### src/rtl/control_sequencer_pkg.sv
// control_sequencer_pkg
// Shared definitions for the control sequencer slice: opcode constants,
// instruction word field positions, write-source encodings and the FSM
// state enumeration. Imported by seq_decode and control_sequencer.
package control_sequencer_pkg;

  // Opcodes carried in bits [22:19] of the ROM word
  localparam logic [3:0] OP_NOP  = 4'd0;
  localparam logic [3:0] OP_LOAD = 4'd1;
  localparam logic [3:0] OP_MOV  = 4'd2;
  localparam logic [3:0] OP_ADD  = 4'd3;
  localparam logic [3:0] OP_SUB  = 4'd4;
  localparam logic [3:0] OP_XOR  = 4'd5;
  localparam logic [3:0] OP_OR   = 4'd6;
  localparam logic [3:0] OP_AND  = 4'd7;
  localparam logic [3:0] OP_DIV  = 4'd8;
  localparam logic [3:0] OP_MOD  = 4'd9;

  // Instruction field bit positions; Ry overlaps the top of the immediate
  localparam int OPC_MSB = 22;
  localparam int OPC_LSB = 19;
  localparam int RX_MSB  = 18;
  localparam int RX_LSB  = 16;
  localparam int RY_MSB  = 15;
  localparam int RY_LSB  = 13;
  localparam int IMM_MSB = 15;
  localparam int IMM_LSB = 0;

  // Register file write source select
  localparam logic [1:0] WR_SEL_ALU = 2'd0;
  localparam logic [1:0] WR_SEL_IMM = 2'd1;
  localparam logic [1:0] WR_SEL_RB  = 2'd2;

  typedef enum logic [2:0] {
    S_IDLE,
    S_FETCH,
    S_DECODE,
    S_EXEC,
    S_WAIT_DIV,
    S_WRITE,
    S_HALT
  } state_t;

endpackage

### src/rtl/control_sequencer_seq_decode.sv
// seq_decode
// Purely combinational opcode classifier used by control_sequencer.
// Ports:
//   opcode     in  4  latched opcode from the instruction register
//   is_exec    out 1  single-cycle instruction (LOAD..AND)
//   is_div     out 1  divider instruction (DIV, MOD)
//   is_illegal out 1  opcode 10..15
//   wr_sel     out 2  register file write source for this opcode
// NOP raises none of the class flags; the FSM treats that as a halt request.
module seq_decode
  import control_sequencer_pkg::*;
(
  input  logic [3:0] opcode,
  output logic       is_exec,
  output logic       is_div,
  output logic       is_illegal,
  output logic [1:0] wr_sel
);

  // Default to ALU as write source so everything except LOAD/MOV writes ALU output
  always_comb begin
    is_exec    = 1'b0;
    is_div     = 1'b0;
    is_illegal = 1'b0;
    wr_sel     = WR_SEL_ALU;
    case (opcode)
      OP_NOP: ;
      OP_LOAD: begin
        is_exec = 1'b1;
        wr_sel  = WR_SEL_IMM;
      end
      OP_MOV: begin
        is_exec = 1'b1;
        wr_sel  = WR_SEL_RB;
      end
      OP_ADD, OP_SUB, OP_XOR, OP_OR, OP_AND: is_exec = 1'b1;
      OP_DIV, OP_MOD: is_div = 1'b1;
      default: is_illegal = 1'b1;
    endcase
  end

endmodule

### src/rtl/control_sequencer.sv
// control_sequencer
// Multi-cycle instruction sequencer: fetches a 23-bit word from an external
// ROM, decodes it, drives register-file and divider control, and advances pc.
// Optional feature macro: SINGLE_STEP_EN adds a 'step' input; each rising
// edge of step runs one instruction, after which the FSM returns to IDLE.
// Ports:
//   clk, rst_n          clock, asynchronous active-low reset
//   run                 level start request
//   step                (SINGLE_STEP_EN only) single-step trigger
//   pc, code            ROM address out, ROM word in
//   rf_rd_a, rf_rd_b    register read addresses (Rx, Ry)
//   rf_wr_en/addr       one-cycle write strobe, write address (Rx)
//   wr_sel, imm, alu_op write source, latched immediate, latched opcode
//   div_start, div_done divider handshake
//   busy, halted, err   status; err is sticky until HALT exit or reset
module control_sequencer
  import control_sequencer_pkg::*;
#(
  parameter int DIV_TIMEOUT = 32
) (
  input  logic        clk,
  input  logic        rst_n,
  input  logic        run,
`ifdef SINGLE_STEP_EN
  input  logic        step,
`endif
  output logic [4:0]  pc,
  input  logic [22:0] code,
  output logic [2:0]  rf_rd_a,
  output logic [2:0]  rf_rd_b,
  output logic        rf_wr_en,
  output logic [2:0]  rf_wr_addr,
  output logic [1:0]  wr_sel,
  output logic [15:0] imm,
  output logic [3:0]  alu_op,
  output logic        div_start,
  input  logic        div_done,
  output logic        busy,
  output logic        halted,
  output logic        err
);

  localparam int CW = $clog2(DIV_TIMEOUT + 1);

  state_t        state;
  state_t        state_nxt;
  logic [2:0]    rx_q;
  logic [CW-1:0] tmo_cnt;
  logic          done_seen;
  logic          div_ready;
  logic          tmo_hit;
  logic          start_req;
  logic          go_on;
  logic          halt_exit;
  logic          dec_exec;
  logic          dec_div;
  logic          dec_illegal;

  seq_decode u_decode (
    .opcode     (alu_op),
    .is_exec    (dec_exec),
    .is_div     (dec_div),
    .is_illegal (dec_illegal),
    .wr_sel     (wr_sel)
  );

`ifdef SINGLE_STEP_EN
  logic step_q;

  // Remember last step level so only its rising edge starts an instruction
  always_ff @(posedge clk or negedge rst_n) begin
    if (!rst_n) step_q <= 1'b0;
    else        step_q <= step;
  end

  assign start_req = step & ~step_q;
  assign go_on     = 1'b0;
`else
  assign start_req = run;
  assign go_on     = run;
`endif

  // A done pulse seen any time since div_start (including that cycle) is enough
  assign div_ready = done_seen | div_done;
  assign tmo_hit   = (state == S_WAIT_DIV) && !div_ready &&
                     (tmo_cnt >= CW'(DIV_TIMEOUT - 1));
  assign halt_exit = (state == S_HALT) && !run;

  assign busy       = (state != S_IDLE) && (state != S_HALT);
  assign halted     = (state == S_HALT);
  assign rf_rd_a    = rx_q;
  assign rf_rd_b    = imm[RY_MSB:RY_LSB];
  assign rf_wr_addr = rx_q;

  // State register
  always_ff @(posedge clk or negedge rst_n) begin
    if (!rst_n) state <= S_IDLE;
    else        state <= state_nxt;
  end

  // Next-state and strobe outputs; NOP and illegal opcodes both end in HALT
  always_comb begin
    state_nxt = state;
    div_start = 1'b0;
    rf_wr_en  = 1'b0;
    case (state)
      S_IDLE:   if (start_req) state_nxt = S_FETCH;
      S_FETCH:  state_nxt = S_DECODE;
      S_DECODE: begin
        if (dec_exec) begin
          state_nxt = S_EXEC;
        end else if (dec_div) begin
          state_nxt = S_EXEC;
          div_start = 1'b1;
        end else begin
          state_nxt = S_HALT;
        end
      end
      S_EXEC:   state_nxt = dec_div ? S_WAIT_DIV : S_WRITE;
      S_WAIT_DIV: begin
        if (div_ready)    state_nxt = S_WRITE;
        else if (tmo_hit) state_nxt = S_HALT;
      end
      S_WRITE: begin
        rf_wr_en  = 1'b1;
        state_nxt = go_on ? S_FETCH : S_IDLE;
      end
      S_HALT:   if (!run) state_nxt = S_IDLE;
      default:  state_nxt = S_IDLE;
    endcase
  end

  // Instruction register, loaded from the ROM word at the end of FETCH
  always_ff @(posedge clk or negedge rst_n) begin
    if (!rst_n) begin
      alu_op <= '0;
      rx_q   <= '0;
      imm    <= '0;
    end else if (state == S_FETCH) begin
      alu_op <= code[OPC_MSB:OPC_LSB];
      rx_q   <= code[RX_MSB:RX_LSB];
      imm    <= code[IMM_MSB:IMM_LSB];
    end
  end

  // Program counter: advance on every write, rewind when leaving HALT
  always_ff @(posedge clk or negedge rst_n) begin
    if (!rst_n)                pc <= '0;
    else if (state == S_WRITE) pc <= pc + 5'd1;
    else if (halt_exit)        pc <= '0;
  end

  // Sticky fault flag, cleared only on the HALT-to-IDLE transition
  always_ff @(posedge clk or negedge rst_n) begin
    if (!rst_n)                                     err <= 1'b0;
    else if (halt_exit)                             err <= 1'b0;
    else if ((state == S_DECODE && dec_illegal) || tmo_hit) err <= 1'b1;
  end

  // Divider wait bookkeeping: counter and done flag restart in the div_start cycle
  always_ff @(posedge clk or negedge rst_n) begin
    if (!rst_n) begin
      tmo_cnt   <= '0;
      done_seen <= 1'b0;
    end else if (state == S_DECODE) begin
      tmo_cnt   <= '0;
      done_seen <= div_done;
    end else if (state == S_EXEC || state == S_WAIT_DIV) begin
      tmo_cnt   <= tmo_cnt + CW'(1);
      done_seen <= done_seen | div_done;
    end
  end

endmodule

### config.mk
export PLATFORM = sky130hd
export DESIGN_NAME = control_sequencer
export DESIGN_NICKNAME = d
export VERILOG_FILES = /design/src/rtl/control_sequencer_pkg.sv /design/src/rtl/control_sequencer_seq_decode.sv /design/src/rtl/control_sequencer.sv
export SDC_FILE = /design/constraint.sdc
export NUM_CORES = 1
export LEC_CHECK = 0
export ABC_AREA = 0
export CORE_UTILIZATION = 25
export DETAILED_ROUTE_END_ITERATION = 6
export REMOVE_ABC_BUFFERS = 1
export SLEW_MARGIN = 0
export SYNTH_ARGS = -nofsm -noshare
export SYNTH_HDL_FRONTEND = slang
export SYNTH_HIERARCHICAL = 1
export SYNTH_SLANG_ARGS = --single-unit
export TNS_END_PERCENT = 100
### constraint.sdc
create_clock -name clk -period 1.6 [get_ports clk]
set_clock_uncertainty 0.2 [all_clocks]
set_input_delay 0.16 -clock clk [delete_from_list [all_inputs] [get_ports clk]]
set_output_delay 0.16 -clock clk [all_outputs]
set_load 0.02 [all_outputs]
[Yosys cells after proc, flatten, opt, wreduce, memory -nomap -nowiden]
Index checks and enable logic that the tools add are counted.
Storage, ports and cells
  bits in latches: 0
  bits of input ports: 27
  bits in writable memories: 0
  logic and storage cells: 75
  bits in read-only memories: 0
  output and inout port bits: 41
  memories: 0
  flip-flop bits (word level): 39
Operators by class
  muxes and demuxes: 25
  div/mod/pow operators: 0
  reduce and logical (&&, ||, !) cells: 19
  $add $sub $neg: 2
  eq/ne operators: 19
  $lt $le $gt $ge: 1
  shift-type cells: 0
  bitwise operators: 1
  multiply operators: 0
Operators with widths (count)
  $pmux W3 S7: 1
  $mux W3: 6
  $eq A4 B3 Y1 const B: 4
  $mux W1: 13
  $mux W6: 2
  $mux W5: 2
  $reduce_or A10 Y1: 1
  $eq A3 B3 Y1 const B: 3
  $eq A4 B2 Y1 const B: 2
  $eq A4 B4 Y1 const B: 2
  $reduce_or A7 Y1: 1
  $add A6 B1 Y6 const B: 1
  $eq A3 B2 Y1 const B: 2
  $ge A6 B5 Y1 const B: 1
  $ne A3 B3 Y1 const B: 2
  $reduce_bool A2 Y1: 3
  $add A5 B1 Y5 const B: 1
  $logic_and A1 B1 Y1: 5
  $eq A4 B1 Y1 const B: 1
  $logic_not A4 Y1: 1
  $ne A2 B2 Y1 const B: 2
  $pmux W2 S2: 1
  $eq A3 B1 Y1 const B: 1
  $logic_not A3 Y1: 1
  6 further kinds: 8

[Depth between registers and ports, before layout]
  depth in word-level cells: 7
  mapped depth: 6
  mapped depth without buffers: 6

[By module]
The synthesis kept the hierarchy.
By module, submodules not included
  control_sequencer: cells each 174, instances 1, area an instance 1914.3 sq um, sequential area each 975.9 sq um
  seq_decode: cells each 6, instances 1, area an instance 53.8 sq um, sequential area each 0.0 sq um

[Worst setup path before layout]
OpenSTA, ideal clock, no wires.
  path kind: register to output
  start: reg alu_op[3]
  end: out div_start
  buffers on the path: 0
  data required time: 1.240 ns
  slack: -0.413 ns
  stages on the path, launching flop included: 3
  data arrival time: 1.653 ns
  path through: dfrtp_1 -> nor3b_1 -> nor4b_1
Between the ends
  longest elaborated chain between the ends: 6
  elaborated cells between the ends (all ways): 16
  classes of those cells: eq/ne: 9; mux: 5; reduce/logical: 2
RTL lines
  start: declaration: RTL line control_sequencer.sv:35  | output logic [3:0] alu_op,
  start signal: assignment: RTL line control_sequencer.sv:140  | alu_op <= code[OPC_MSB:OPC_LSB];
  $eq A4 B4 Y1: RTL line control_sequencer_seq_decode.sv:26  | case (opcode)
  $reduce_or A2 Y1 *: RTL line control_sequencer_seq_decode.sv:26
  $mux W1 *: RTL line control_sequencer_seq_decode.sv:26
  net dec_div: RTL line control_sequencer.sv:56  | logic dec_div;
  $mux W1 *: RTL line control_sequencer.sv:112  | end else if (dec_div) begin
  $mux W1 *: RTL line control_sequencer.sv:110  | if (dec_exec) begin
  $mux W1 *: RTL line control_sequencer.sv:106  | case (state)
  end: declaration: RTL line control_sequencer.sv:36  | output logic div_start,
The timed path passes the listed nets; every way through them passes the cells marked *.

[Worst setup path in the final report]
  start: reg state[2]
  end: reg imm[14]
Between the ends
  longest elaborated chain between the ends: 1
RTL lines
  start: declaration: RTL line control_sequencer.sv:45  | state_t state;
  start signal: assignment: RTL line control_sequencer.sv:98  | else state <= state_nxt;
  $eq A3 B1 Y1: RTL line control_sequencer.sv:139  | end else if (state == S_FETCH) begin
  end signal: assignment: RTL line control_sequencer.sv:142  | imm <= code[IMM_MSB:IMM_LSB];
  end: declaration: RTL line control_sequencer.sv:34  | output logic [15:0] imm,
Every way passes these cells.
A chain may end at the register's enable or synchronous reset.

==> summary.txt <==
Clock tree
  • CTS Buffer Depth: 2
  • TritonCTS buffer count: 5
  • H-tree levels: 2
  • Worst skew pair latency: 0.29 ns
  • TritonCTS clock tree: yes
  • Worst-path clk slew: 0.09 ns
  • Root buffer cell: clkbuf_8
  • Clock Sinks: 39

STA
  • Final setup fails: 38
  • Setup slack after layout: -0.195 ns
  • Min Clock Period, post-route: 1.80 ns
  • Measured slew at the worst slew-check pin: 0.561 ns
  • Final hold viol count: 0
  • Worst slew margin: 62.6%
  • Period Utilization, post-route: 112%
  • Max Slew Vio Count: 0
  • Unrepaired setup endpoints after global routing: yes
  • Setup tns final: -4.99 ns
  • Peak Freq: 557 MHz

Cells and area
  • Finished Layout Cells: 404
  • Commonest non-fill, non-tap cell in the layout: buf_4
  • Layout net count: 333
  • Core Util, Final: 47.6%
  • Most frequent cells in the layout: buf_4 (41), dfrtp_1 (37), dlygate4sd2_1 (34)
  • Antenna cells: 0
  • Area grow syn2layout: 80.1%
  • Layout cell share with drive strength beyond 1: 45.6%

GRT
  • Total global-route track usage: 14.0%
  • First-pass GRT wire length: 9170 um
  • Largest net degree at the start of global routing: 23
  • Antenna violations before repair: 0
  • GR Overflow Total: 0
  • Vias in the first global route: 1855

Yosys
  • Synthesized area per cell: 10.9 um2
  • YS warnings: 6
  • Syn Std Cell Area: 0.00197 mm2
  • Async SR Flop Fraction: 100%
  • Most used DFF post-synth: dfrtp_1
  • Register area share after synthesis: 49.6%
  • Post-Syn Instances: 180
  • Number of synthesized flops with an enable pin: 0
  • Post-synth cell types: 40
  • Synthesis-stage register bit count: 39

Power and ir drop
  • Switching share of power: 41.0%
  • Comb pwr share: 66.7%
  • Leak pwr: 1.58 nW
  • Clock Power Share: 9.2%
  • Sequential power share: 24.1%
  • P per Cell Area: 2050 mW/mm2
  • VDD IR max: 0.921 mV
  • Net Sw Power: 2.99 mW
  • Int Pwr: 4.29 mW

Placement
  • I/O Buffers: 67
  • Placer Congestion: 0.868
  • Placed cells: 373
  • Detailed Place HPWL: 3710 um

Die
  • Core box area: 0.00745 mm2
  • I/O pin count: 68
  • Die Width: 90.7 um
  • Die Area: 0.00823 mm2
  • Rows: 31
  • Die Ht: 90.7 um
  • Initial Util: 26.4%

Setup path
  • Startpoint Class: flip-flop
  • CP max-delay cell: dfrtp_1
  • CP delay by family, top: buffers and inverters
  • Reg-to-reg endpoint: imm[14]
  • Crit-path cells: buf_8, buf_12, nor3_4, buf_12, clkbuf_16, mux2_2
  • Req. time, crit path: 1.57 ns
  • Largest stage delay on the critical path: 0.41 ns
  • Crit-path most repeated cell: buf_12
  • R2R cell count: 6
  • Critical Path AT: 1.77 ns
  • Reg2reg setup slack: -0.20 ns
  • Setup CP Type: flip-flop to flip-flop
  • Worst R2R Start: state[2]
  • CP Max Fanout: 9
  • Critical path buffers and inverters: 4
  • Worst setup EP type: flip-flop

Route
  • Vias: 1949
  • Final ANT Viol Nets: 0
  • Drt via density: 4.82
  • DRT iter0 DRCs: 43
  • Routed WL: 6000 um
  • Drt drc: 0
  • 1st-pass router iterations: 4
  • Drt wl/cell: 14.8 um

Worst hold path
  • Min-Delay Path Class: primary input to asynchronous set/reset pin

Run status
  • Failing checks: setup timing
  • Run status: finished, violations left

Flow run
  • MaxCap Viol Count: 0
timing repair:
| item | in CTS | in global routing |
|---|---|---|
| setup buffers | 13 | 9 |
| setup endpoints to repair | 78 | 43 |
| gates cloned | 0 | 1 |
| pin swaps | 8 | 13 |
| endpoints found under the hold margin | 20 | 0 |
| hold buffers | 1 | 0 |
| resized for setup | 119 | 43 |
flip-flops by register name (all words and copies together) (netlist names):
register and flops:
pc 5, imm 16, rf_rd_a 3, alu_op 4
err 1, state 3, tmo_cnt 6, done_seen 1
worst max-delay path by stage:
stage	startpoint	depth (start not counted)	end	slack (ns)
3_3_place_gp	alu_op[1]	4	div_start	-0.35
4_1_cts	state[1]	5	imm[3]	-0.17
5_1_grt	state[2]	6	imm[14]	-0.23
6_report	state[2]	6	imm[14]	-0.20
2_1_floorplan	state[0]	3	alu_op[0]	-0.46
3_5_place_dp	alu_op[2]	3	div_start	-0.39
metrics by stage:
step / instance area [um2] / worst slack (ns) / hold WS, ns / power (mW)
floorplan: 1880 / -0.462 / -0.336 / 3.65
global placement: 2990 / -0.354 / -0.0343 / 5.58
detailed placement: 2990 / -0.391 / -0.0280 / 5.62
CTS: 3290 / -0.170 / 0.206 / 6.58
global route: 3540 / -0.231 / 0.247 / 7.70
finish: 3540 / -0.195 / 0.196 / 7.28
logic make-up (layout without fill, tap and decap cells):
group | after synthesis | count (layout) | synth area share, %
flip-flops | 39 | 39 | 49.6
adder cells (fa/ha/maj) | 2 | 2 | 1.27
AND/OR/NAND/NOR | 52 | 52 | 15.5
AO/OA/AOI/OAI | 40 | 40 | 12.8
buffers and inverters | 20 | 145 | 5.66
multiplexers | 25 | 25 | 14.2
XOR/XNOR | 2 | 2 | 0.890
layer usage:
metal / vias to the layer above / share of wire, % / track usage [%] / wire length (um)
li1: 901 / - / - / -
met1: 963 / 43 / 18.1 / 2610
met2: 76 / 49 / 22.7 / 2920
met3: 9 / 6.7 / 3.45 / 404
met4: 0 / 1.1 / 4.44 / 65
met5: - / 0 / 0 / 0
cell type report:
| type | instances | area (um2) |
|---|---|---|
| fill | 694 | 3900 |
| timing repair buffer | 130 | 1210 |
| multi-input combinational | 121 | 1120 |
| sequential | 39 | 978 |
| tap | 99 | 124 |
| clock buffer | 6 | 72.6 |
| inverter | 7 | 31.3 |
| clock inverter | 2 | 12.5 |
synth_stat cells (2+ instances only):
master / instances / share of area (%)
buf_4: 9 / 3.4
nor3b_1: 4 / 1.5
nor4b_1: 2 / 0.89
xor2_1: 2 / 0.89
buf_2: 2 / 0.51
nor4b_2: 2 / 1.5
nand2_1: 8 / 1.5
o211ai_1: 3 / 1.1
dfrtp_1: 39 / 50
clkbuf_1: 2 / 0.38
inv_1: 5 / 0.95
o21ai_0: 17 / 4.3
a21oi_1: 9 / 2.3
nor2_1: 11 / 2.1
o221ai_1: 2 / 0.89
and3_1: 2 / 0.64
nand3_1: 11 / 2.8
ha_1: 2 / 1.3
nand3b_1: 2 / 0.76
nor3_1: 4 / 1.0
mux2_2: 23 / 13
power groups by stage:
stage          registers, mW  clock network, mW  logic (mW)
3_5_place_dp            1.75                  0        3.87
6_report                1.76              0.671        4.85
4_1_cts                 1.74              0.686        4.15
2_1_floorplan           2.44                  0        1.21
3_3_place_gp            1.72                  0        3.86
5_1_grt                 1.83              0.730        5.14
(Power assumes the default switching activity.)
